<file path="src/rtl/core_pkg.sv">
// ---------------------------------------------------------------------------
// core_pkg: shared types, default sizes and arithmetic helpers for the
// core_param item-memory accumulator.
//
// Contents:
//   DEFAULT_DATA_W / DEFAULT_ACC_W / DEFAULT_DEPTH  default sizes
//   MAX_ACC_W                                       widest supported ACC_W + 1
//   core_op_e                                       add / subtract selector
//   sat_add(acc, operand, acc_w)                    width-generic saturating add
// ---------------------------------------------------------------------------
package core_pkg;

  localparam int DEFAULT_DATA_W = 32;
  localparam int DEFAULT_ACC_W  = 32;
  localparam int DEFAULT_DEPTH  = 128;

  // Containers for sat_add. Any ACC_W up to MAX_ACC_W-1 works, because the
  // operand is carried at ACC_W+1 bits.
  localparam int MAX_ACC_W = 64;

  typedef logic signed [MAX_ACC_W-1:0] acc_max_t;
  typedef logic signed [MAX_ACC_W:0]   acc_wide_t;

  typedef enum logic {OP_ADD, OP_SUB} core_op_e;

  // Adds two sign-extended values. The result is clamped to the signed range
  // of an acc_w-bit accumulator. The caller casts the result down to acc_w
  // bits. The callers pass a constant acc_w, so the unused upper part of the
  // adder is trimmed away.
  function automatic acc_max_t sat_add(input acc_max_t    acc,
                                       input acc_max_t    operand,
                                       input int unsigned acc_w);
    acc_wide_t sum;
    acc_wide_t one;
    acc_wide_t max_pos;
    acc_wide_t min_neg;
    one     = acc_wide_t'(1);
    sum     = acc_wide_t'(acc) + acc_wide_t'(operand);
    max_pos = (one <<< (acc_w - 1)) - one;
    min_neg = -(one <<< (acc_w - 1));
    if (sum > max_pos) begin
      return acc_max_t'(max_pos);
    end else if (sum < min_neg) begin
      return acc_max_t'(min_neg);
    end
    return acc_max_t'(sum);
  endfunction

endpackage

</file>
<file path="src/rtl/core_item_mem.sv">
// ---------------------------------------------------------------------------
// core_item_mem: DEPTH x DATA_W item memory.
// The read port is synchronous and read-first. The write port is separate.
//
// Ports:
//   clk      clock
//   wr_en    write strobe. Writes to addresses >= DEPTH are ignored.
//   wr_addr  write address
//   wr_data  write data
//   rd_addr  read address. rd_data updates every clock.
//   rd_data  registered read data. On a same-address write in the same
//            cycle, this returns the old word.
//
// Build option:
//   CORE_ITEM_INIT_EN  When defined, the array is preloaded with mem[i] = i,
//                      truncated to DATA_W. When undefined, the contents are
//                      unknown until they are written.
// ---------------------------------------------------------------------------
module core_item_mem #(
  parameter int DATA_W = 32,
  parameter int DEPTH  = 128,
  parameter int ADDR_W = $clog2(DEPTH)
) (
  input  logic              clk,
  input  logic              wr_en,
  input  logic [ADDR_W-1:0] wr_addr,
  input  logic [DATA_W-1:0] wr_data,
  input  logic [ADDR_W-1:0] rd_addr,
  output logic [DATA_W-1:0] rd_data
);

  localparam logic [32:0] DEPTH_EXT = 33'(DEPTH);

  logic [DATA_W-1:0] mem [DEPTH];

`ifdef CORE_ITEM_INIT_EN
  initial begin
    for (int i = 0; i < DEPTH; i++) begin
      mem[i] = DATA_W'(i);
    end
  end
`endif

  // NOTE: the storage array has no reset. Clearing it would turn the RAM
  // into flops. Software must load entries before it looks them up.
  // NOTE: sequential state uses non-blocking assignments. This makes the read
  // below see the pre-write word, which gives read-first behaviour.
  always_ff @(posedge clk) begin
    if (wr_en && (33'(wr_addr) < DEPTH_EXT)) begin
      mem[wr_addr] <= wr_data;
    end
    rd_data <= mem[rd_addr];
  end

endmodule

</file>
<file path="src/rtl/core_param.sv">
// ---------------------------------------------------------------------------
// core_param: per-core item-memory accumulator with runtime-loadable memory.
//
// Each exec looks up one item-memory word. The word is sign-extended,
// optionally negated, and added with saturation into acc_left. acc_left
// reaches the chain through the update/out_period output mux.
//
// Pipeline (exec at cycle t):
//   edge t+1  memory read. exec, op, init and out-of-range are registered (d1).
//   edge t+2  operand is formed at ACC_W+1 bits (d2).
//   edge t+3  acc_left is updated. The d3 flags only track occupancy for busy.
//
// Ports:
//   clk, rst       clock, synchronous active-high reset
//   init           clear the accumulator. Travels in step with exec.
//   load_en/addr/data   item-memory write port. Never stalls exec.
//   exec, exec_sub      issue a lookup-accumulate. Subtract when exec_sub=1.
//   exec_src_data  32-bit lookup address. Values >= DEPTH are out of range.
//   out_period     shift acc_next into acc_right
//   update         acc = update ? acc_left : acc_right
//   acc_next       accumulator value from the next core in the chain
//   busy           any pipeline stage holds an exec or init
//   err_oob        sticky out-of-range flag. Only rst clears it.
//
// Build option:
//   CORE_ITEM_INIT_EN  preloads the item memory with mem[i] = i (see
//                      core_item_mem)
// ---------------------------------------------------------------------------
module core_param
  import core_pkg::*;
#(
  parameter int DATA_W = DEFAULT_DATA_W,
  parameter int ACC_W  = DEFAULT_ACC_W,
  parameter int DEPTH  = DEFAULT_DEPTH,
  parameter int ADDR_W = $clog2(DEPTH)
) (
  input  logic              clk,
  input  logic              rst,
  input  logic              init,
  input  logic              load_en,
  input  logic [ADDR_W-1:0] load_addr,
  input  logic [DATA_W-1:0] load_data,
  input  logic              exec,
  input  logic              exec_sub,
  input  logic [31:0]       exec_src_data,
  input  logic              out_period,
  input  logic              update,
  input  logic [ACC_W-1:0]  acc_next,
  output logic [ACC_W-1:0]  acc,
  output logic              busy,
  output logic              err_oob
);

  localparam logic [32:0] DEPTH_EXT = 33'(DEPTH);

  // Stage 1
  logic              exec_d1, init_d1, oob_d1;
  core_op_e          op_d1;
  logic [DATA_W-1:0] rd_data;
  // Stage 2
  logic              exec_d2, init_d2, oob_d2;
  logic signed [ACC_W:0] operand_d2;
  // Stage 3 occupancy
  logic              exec_d3, init_d3;
  // Accumulator and output chain
  logic signed [ACC_W-1:0] acc_left, acc_right;

  logic                    oob_s0;
  logic signed [ACC_W:0]   operand_ext;
  logic signed [ACC_W:0]   operand_s1;
  logic signed [ACC_W-1:0] acc_left_nx;

  // Any upper bit that is set also makes the 33-bit value >= DEPTH. A single
  // compare therefore covers both out-of-range cases.
  assign oob_s0 = ({1'b0, exec_src_data} >= DEPTH_EXT);

  core_item_mem #(
    .DATA_W (DATA_W),
    .DEPTH  (DEPTH),
    .ADDR_W (ADDR_W)
  ) u_item_mem (
    .clk     (clk),
    .wr_en   (load_en),
    .wr_addr (load_addr),
    .wr_data (load_data),
    .rd_addr (exec_src_data[ADDR_W-1:0]),
    .rd_data (rd_data)
  );

  // The operand keeps one extra bit, so negating the most-negative item is
  // exact. The accumulate step saturates it if ACC_W cannot hold it.
  assign operand_ext = (ACC_W + 1)'($signed(rd_data));

  always_comb begin
    // NOTE: every variable written here gets a value first. This avoids
    // inferring a latch on paths that do not assign it.
    operand_s1 = operand_ext;
    if (oob_d1) begin
      operand_s1 = '0;
    end else if (op_d1 == OP_SUB) begin
      operand_s1 = -operand_ext;
    end
  end

  // Accumulate step. When init and exec arrive together, the accumulator is
  // cleared and loaded: the operand is added to zero and still saturated.
  always_comb begin
    acc_left_nx = acc_left;
    if (init_d2 && exec_d2) begin
      acc_left_nx = ACC_W'(sat_add('0, acc_max_t'(operand_d2), ACC_W));
    end else if (init_d2) begin
      acc_left_nx = '0;
    end else if (exec_d2) begin
      acc_left_nx = ACC_W'(sat_add(acc_max_t'(acc_left), acc_max_t'(operand_d2), ACC_W));
    end
  end

  always_ff @(posedge clk) begin
    if (rst) begin
      exec_d1    <= 1'b0;
      init_d1    <= 1'b0;
      oob_d1     <= 1'b0;
      op_d1      <= OP_ADD;
      exec_d2    <= 1'b0;
      init_d2    <= 1'b0;
      oob_d2     <= 1'b0;
      operand_d2 <= '0;
      exec_d3    <= 1'b0;
      init_d3    <= 1'b0;
      acc_left   <= '0;
      acc_right  <= '0;
      err_oob    <= 1'b0;
    end else begin
      exec_d1    <= exec;
      init_d1    <= init;
      oob_d1     <= exec & oob_s0;
      op_d1      <= exec_sub ? OP_SUB : OP_ADD;

      exec_d2    <= exec_d1;
      init_d2    <= init_d1;
      oob_d2     <= oob_d1;
      operand_d2 <= operand_s1;

      exec_d3    <= exec_d2;
      init_d3    <= init_d2;
      acc_left   <= acc_left_nx;

      if (exec_d2 && oob_d2) begin
        err_oob <= 1'b1;
      end
      if (out_period) begin
        acc_right <= $signed(acc_next);
      end
    end
  end

  assign acc  = update ? acc_left : acc_right;
  assign busy = exec_d1 | exec_d2 | exec_d3 | init_d1 | init_d2 | init_d3;

endmodule

</file>
<file path="config.mk">
export PLATFORM = sky130hd
export DESIGN_NAME = core_param
export DESIGN_NICKNAME = d
export VERILOG_FILES = /design/src/rtl/core_pkg.sv /design/src/rtl/core_item_mem.sv /design/src/rtl/core_param.sv
export SDC_FILE = /design/constraint.sdc
export NUM_CORES = 2
export LEC_CHECK = 0
export CELL_PAD_IN_SITES_DETAIL_PLACEMENT = 0
export CELL_PAD_IN_SITES_GLOBAL_PLACEMENT = 1
export CORE_AREA = 4 4 523 525
export DETAILED_ROUTE_END_ITERATION = 12
export DIE_AREA = 0 0 527 529
export PLACE_DENSITY = 0.9
export SETUP_SLACK_MARGIN = 0.02
export SLEW_MARGIN = 20
export SYNTH_ARGS = -nofsm -noshare
export SYNTH_HDL_FRONTEND = slang
export SYNTH_SLANG_ARGS = --single-unit
export TNS_END_PERCENT = 1
</file>
<file path="constraint.sdc">
create_clock -name clk -period 11.73 [get_ports clk]
set_input_delay 2.9325 -clock clk [delete_from_list [all_inputs] [get_ports clk]]
set_output_delay 2.9325 -clock clk [all_outputs]
set_load 0.005 [all_outputs]
</file>
### Word level (Yosys, flattened, before mapping)

Memory sizes are Yosys's and may differ from the RTL's. A register that Yosys moved wholly into a read port is not among the register bits.
Cells that the tools add are included.

* equality and inequality tests: 0
* shifts and indexed selects: 0
* multiplexer cells: 22
* div/mod/pow operators: 0
* $mul: 0
* reduce and logical (&&, ||, !) cells: 4
* $add $sub $neg: 2
* $lt $le $gt $ge: 5
* bitwise operators: 6

Operators with widths (number)
* $mux 32: 10
* $add 32x33->34: 1
* $gt 34x32->1 const B: 1
* $lt 34x32->1 const B: 1
* $gt 33x32->1 const B: 1
* $lt 33x32->1 const B: 1
* $mux 33: 1
* $neg 32->33: 1
* $ge 32x8->1 const B: 1
* $mux 1: 11
* $or 1x1->1: 5
* $reduce_bool 3->1: 1
* $logic_and 1x1->1: 2
* $reduce_or 2->1: 1
* $and 1x1->1: 1

* memory bits (read-only): 0
* latch bits: 0
* memory bits (writable): 4096
* memories: 1
* flip-flop bits (word level): 107

Memories
* u_item_mem.mem: depth 128, bits a word 32, rd ports 1, clocked after memory_dff 1, write ports 1, line core_item_mem.sv:34 `logic [DATA_W-1:0] mem [DEPTH];`

### Longest topological paths before layout

* depth after elaboration: 11
* mapped depth: 13
* mapped depth without buffers: 12

### Modules after synthesis

Synthesis repeated with hierarchy kept, for this count alone.

* cells, all modules: 6835
* area, all modules: 163209.0 um^2

By module, submodules not included
* core_item_mem: cells each 5990, seq. area each 123638.6 um^2, instances 1, area each 156276.1 um^2
* core_param: cells each 845, seq. area each 2142.1 um^2, instances 1, area each 6932.9 um^2

### Worst setup path before layout

Ideal clock, no wire load.

* path kind: input to output
* start point: input update
* end point: output acc[10]
* path buffers: 2
* stages: 3
* setup slack: 4.972 ns
* required time: 8.797 ns
* arrival time: 3.825 ns
* path through: clkbuf_1 buf_1 mux2_2

* word-level cells in the longest chain between the ends: 1

RTL lines
* start: declaration: line core_param.sv:47 `input logic update,`
* $mux 32: line core_param.sv:157 `assign acc = update ? acc_left : acc_right;`
* end: declaration: line core_param.sv:49 `output logic [ACC_W-1:0] acc,`

Every way passes these cells.

### Final worst setup path

* start point: input update
* end point: output acc[26]

Same word-level chain as after synthesis.

==> flow_metrics.env <==
export IMPL_cts_post_setup_buffers_inserted=0
export IMPL_finClkSkew_ns=0.0540
export IMPL_multi_input_area_mm2=0.0369
export IMPL_rsz0062_at_grt="false"
export IMPL_routed_wl_um=499000
export IMPL_drive_above_1_share=0.315
export IMPL_postSynth_asyncResetShare=0
export IMPL_cts_resized=0
export IMPL_avgRoutedWirePerCell_um=45.0
export IMPL_fin_nets=7329
export IMPL_io_pins=145
export IMPL_gp_congestion=0.856
export IMPL_seq_area_frac_synth=0.771
export IMPL_ys_flop_type="edfxtp_1"
export IMPL_drt_pass1_iter_count=6
export IMPL_fin_util=0.679
export IMPL_grt_pass1_vias=84100
export IMPL_h_tree_depth=5
export IMPL_gr_total_overflow=0
export IMPL_drc=0
export IMPL_dpl_hpwl_um=234000
export IMPL_synth_top_area_share=0.754
export IMPL_port_buffers=144
export IMPL_ant_nets=0
export IMPL_synth_seq_cells=4235
export IMPL_cp_required_ns=8.80
export IMPL_critPathCaptureType="primary output"
export IMPL_rrSetupSlack_ns=7.50
export IMPL_holdPathEnd="err_oob$_SDFFE_PP0P_"
export IMPL_cts_tree="done"
export IMPL_synth_top_area_cell="edfxtp_1"
export IMPL_fin_tns_setup_ns=0
export IMPL_antenna_found_initial=83
export IMPL_tightest_slew_ns=1.20
export IMPL_fin_crit_ns=7.54
export IMPL_power_leakage_nw=56.6
export IMPL_syn2layout_area_growth_pct=12.1
export IMPL_drtIter0Drc=17800
export IMPL_dieArea_mm2=0.279
export IMPL_cts_sinks=4235
export IMPL_grt_usage=0.360
export IMPL_worstSkewPairLatency_ns=0.93
export IMPL_cts_path_max_buffers=4
export IMPL_synth_area_leaders="edfxtp_1 75%, mux4_2 19%, dfxtp_1 1.7%"
export IMPL_regArea_mm2=0.126
export IMPL_avgSynthCellArea_um2=24.0
export IMPL_drv_slew=0
export IMPL_reg2reg_from="acc_left[0]$_SDFFE_PP0P_"
export IMPL_grt_max_degree=134
export IMPL_synth_common_cells="4096 x edfxtp_1, 1344 x mux4_2, 265 x clkbuf_1, 235 x nor2_1, 139 x dfxtp_1"
export IMPL_crit_type="primary input to primary output"
export IMPL_chipHeight_um=529
export IMPL_cts_root_buf="clkbuf_16"
export IMPL_period_share=0.643
export IMPL_numCtsBuffers=396
export IMPL_vias_per_cell=7.73
export IMPL_rows=191
export IMPL_holdPathStages=2
export IMPL_maxCapViolCount=0
export IMPL_vias=85800
export IMPL_grt_pass1_wl_um=693000
export IMPL_synth_most_common_cell="edfxtp_1"
export IMPL_core_area_mm2=0.269
export IMPL_status="complete, no violations"
export IMPL_clk_pin_slew_ns=0.07
export IMPL_synth_edf_count=4096
export IMPL_reg2reg_to="acc_left[7]$_SDFFE_PP0P_"
export IMPL_hold_class="register to register"
export IMPL_n_fill_cell=14200
export IMPL_hp_start="oob_d2$_SDFF_PP0_"
export IMPL_reg2regPathDepth=12
export IMPL_syn_nets=6943
export IMPL_start_util=0.606
export IMPL_critPathArrivalTime_ns=4.61
export IMPL_postCtsHoldBufs=0
export IMPL_ys_types=67
export IMPL_synthCells=6797
export IMPL_slew_headroom=0.198
export IMPL_vdd_ir_drop_max_mv=0.137
export IMPL_finalHoldViolCount=0
export IMPL_die_w_um=527
export IMPL_max_freq_ghz=0.133
export IMPL_critPathMaxFanout=32
export IMPL_syn_area_mm2=0.163
export IMPL_p_per_area_mw_per_mm2=174
export IMPL_worst_setup_path_start_kind="primary input"
export IMPL_yosysWarnings=0
export IMPL_setup_viol=0
==> worst max path at each step <==
stage | start | to | slack (ns) | cells past startpoint
2_1_floorplan | update | acc[10] | 4.97 | 3
3_3_place_gp | update | acc[27] | 4.23 | 4
3_5_place_dp | update | acc[26] | 4.18 | 4
4_1_cts | update | acc[26] | 4.18 | 4
5_1_grt | update | acc[26] | 4.11 | 4
6_report | update | acc[26] | 4.19 | 4
==> cell families (layout without fill, tap and decap cells) <==
kind of cell / after synthesis / in the layout / share of synthesized area
and+or+nand+nor: 400 / 400 / 0.0110
muxes: 1446 / 1446 / 0.192
xor gates and xnor gates: 55 / 55 / 0.00295
other: 0 / 28 / 0
buffers and inverters: 374 / 1077 / 0.00900
AOI/OAI and AO/OA: 221 / 221 / 0.00894
DFF: 4235 / 4235 / 0.771
adders and majority gates: 66 / 66 / 0.00463
==> cell usage in the layout, fill, tap and decap left out, types with 10 or more instances in the layout <==
master,netlist,final
mux2_2,66,66
buf_12,0,20
clkinv_1,0,79
diode_2,0,28
a21oi_1,69,69
buf_4,0,213
xor2_1,33,33
mux4_2,1344,1344
nand3_1,21,17
edfxtp_1,4096,4096
clkbuf_16,0,405
o21ai_0,36,36
maj3_1,31,31
dfxtp_1,139,139
mux2i_1,35,35
nor2_4,0,119
nor4_1,10,10
xnor2_1,22,22
nor2b_1,23,23
clkinv_2,0,59
ha_1,34,34
clkbuf_1,265,93
clkinvlp_4,0,23
a211oi_1,26,26
nand2_1,48,45
nor2_1,235,115
o21ai_1,17,17
bufinv_16,0,32
clkdlybuf4s50_1,0,103
a21o_1,10,10
==> through the flow <==
stage                     worst slack (ns)  power (mW)  cell area [µm²]  hold WS (ns)  instances
after floorplan                       4.97        18.1           163000         0.430       6797
after global placement                4.23        18.8           170000         0.446      10400
after detailed placement              4.18        18.9           170000         0.464      10400
after CTS                             4.18        31.7           183000         0.480      11100
after global routing                  4.11        32.5           183000         0.497      11100
final                                 4.19        31.7           183000         0.472      11100
==> layout make-up <==
cell class                      count  area share
Antenna cell                       28    0.000383
Clock buffer                      503      0.0577
Clock inverter                    212      0.0107
Inverter                           10    0.000205
Multi-Input combinational cell   2188       0.201
Sequential cell                  4235       0.688
Tap cell                         3570      0.0244
Timing Repair Buffer              352      0.0176
==> state kept, by name, summed over array words and instances (netlist names) <==
signal and cells:
exec_d1 1, operand_d2 33, acc_right 32, init_d1 1, init_d2 1, acc_left 32, oob_d2 1, oob_d1 1
err_oob 1, exec_d2 1, u_item_mem.mem 4096, init_d3 1, u_item_mem.rd_data 32, op_d1 1, exec_d3 1
==> worst max-delay path, cell delays in order <==
cell,delay [ns]
clkdlybuf4s50_1,0.45
buf_4,0.35
mux2_2,0.39
clkdlybuf4s50_1,0.47
==> where the power goes <==
group	switching, mW	internal, mW	total [mW]
Sequential	0.122	16.7	16.8
Clock	5.94	7.08	13.0
Combinational	1.19	0.730	1.92
Total	7.26	24.5	31.7
==> metal layers <==
| layer | global-route usage | wire, µm |
|---|---|---|
| met1 | 0.470 | 155000 |
| met2 | 0.553 | 235000 |
| met3 | 0.114 | 76100 |
| met4 | 0.184 | 32400 |
| met5 | 0 | 502 |
Power figures use the tool's default switching activity.
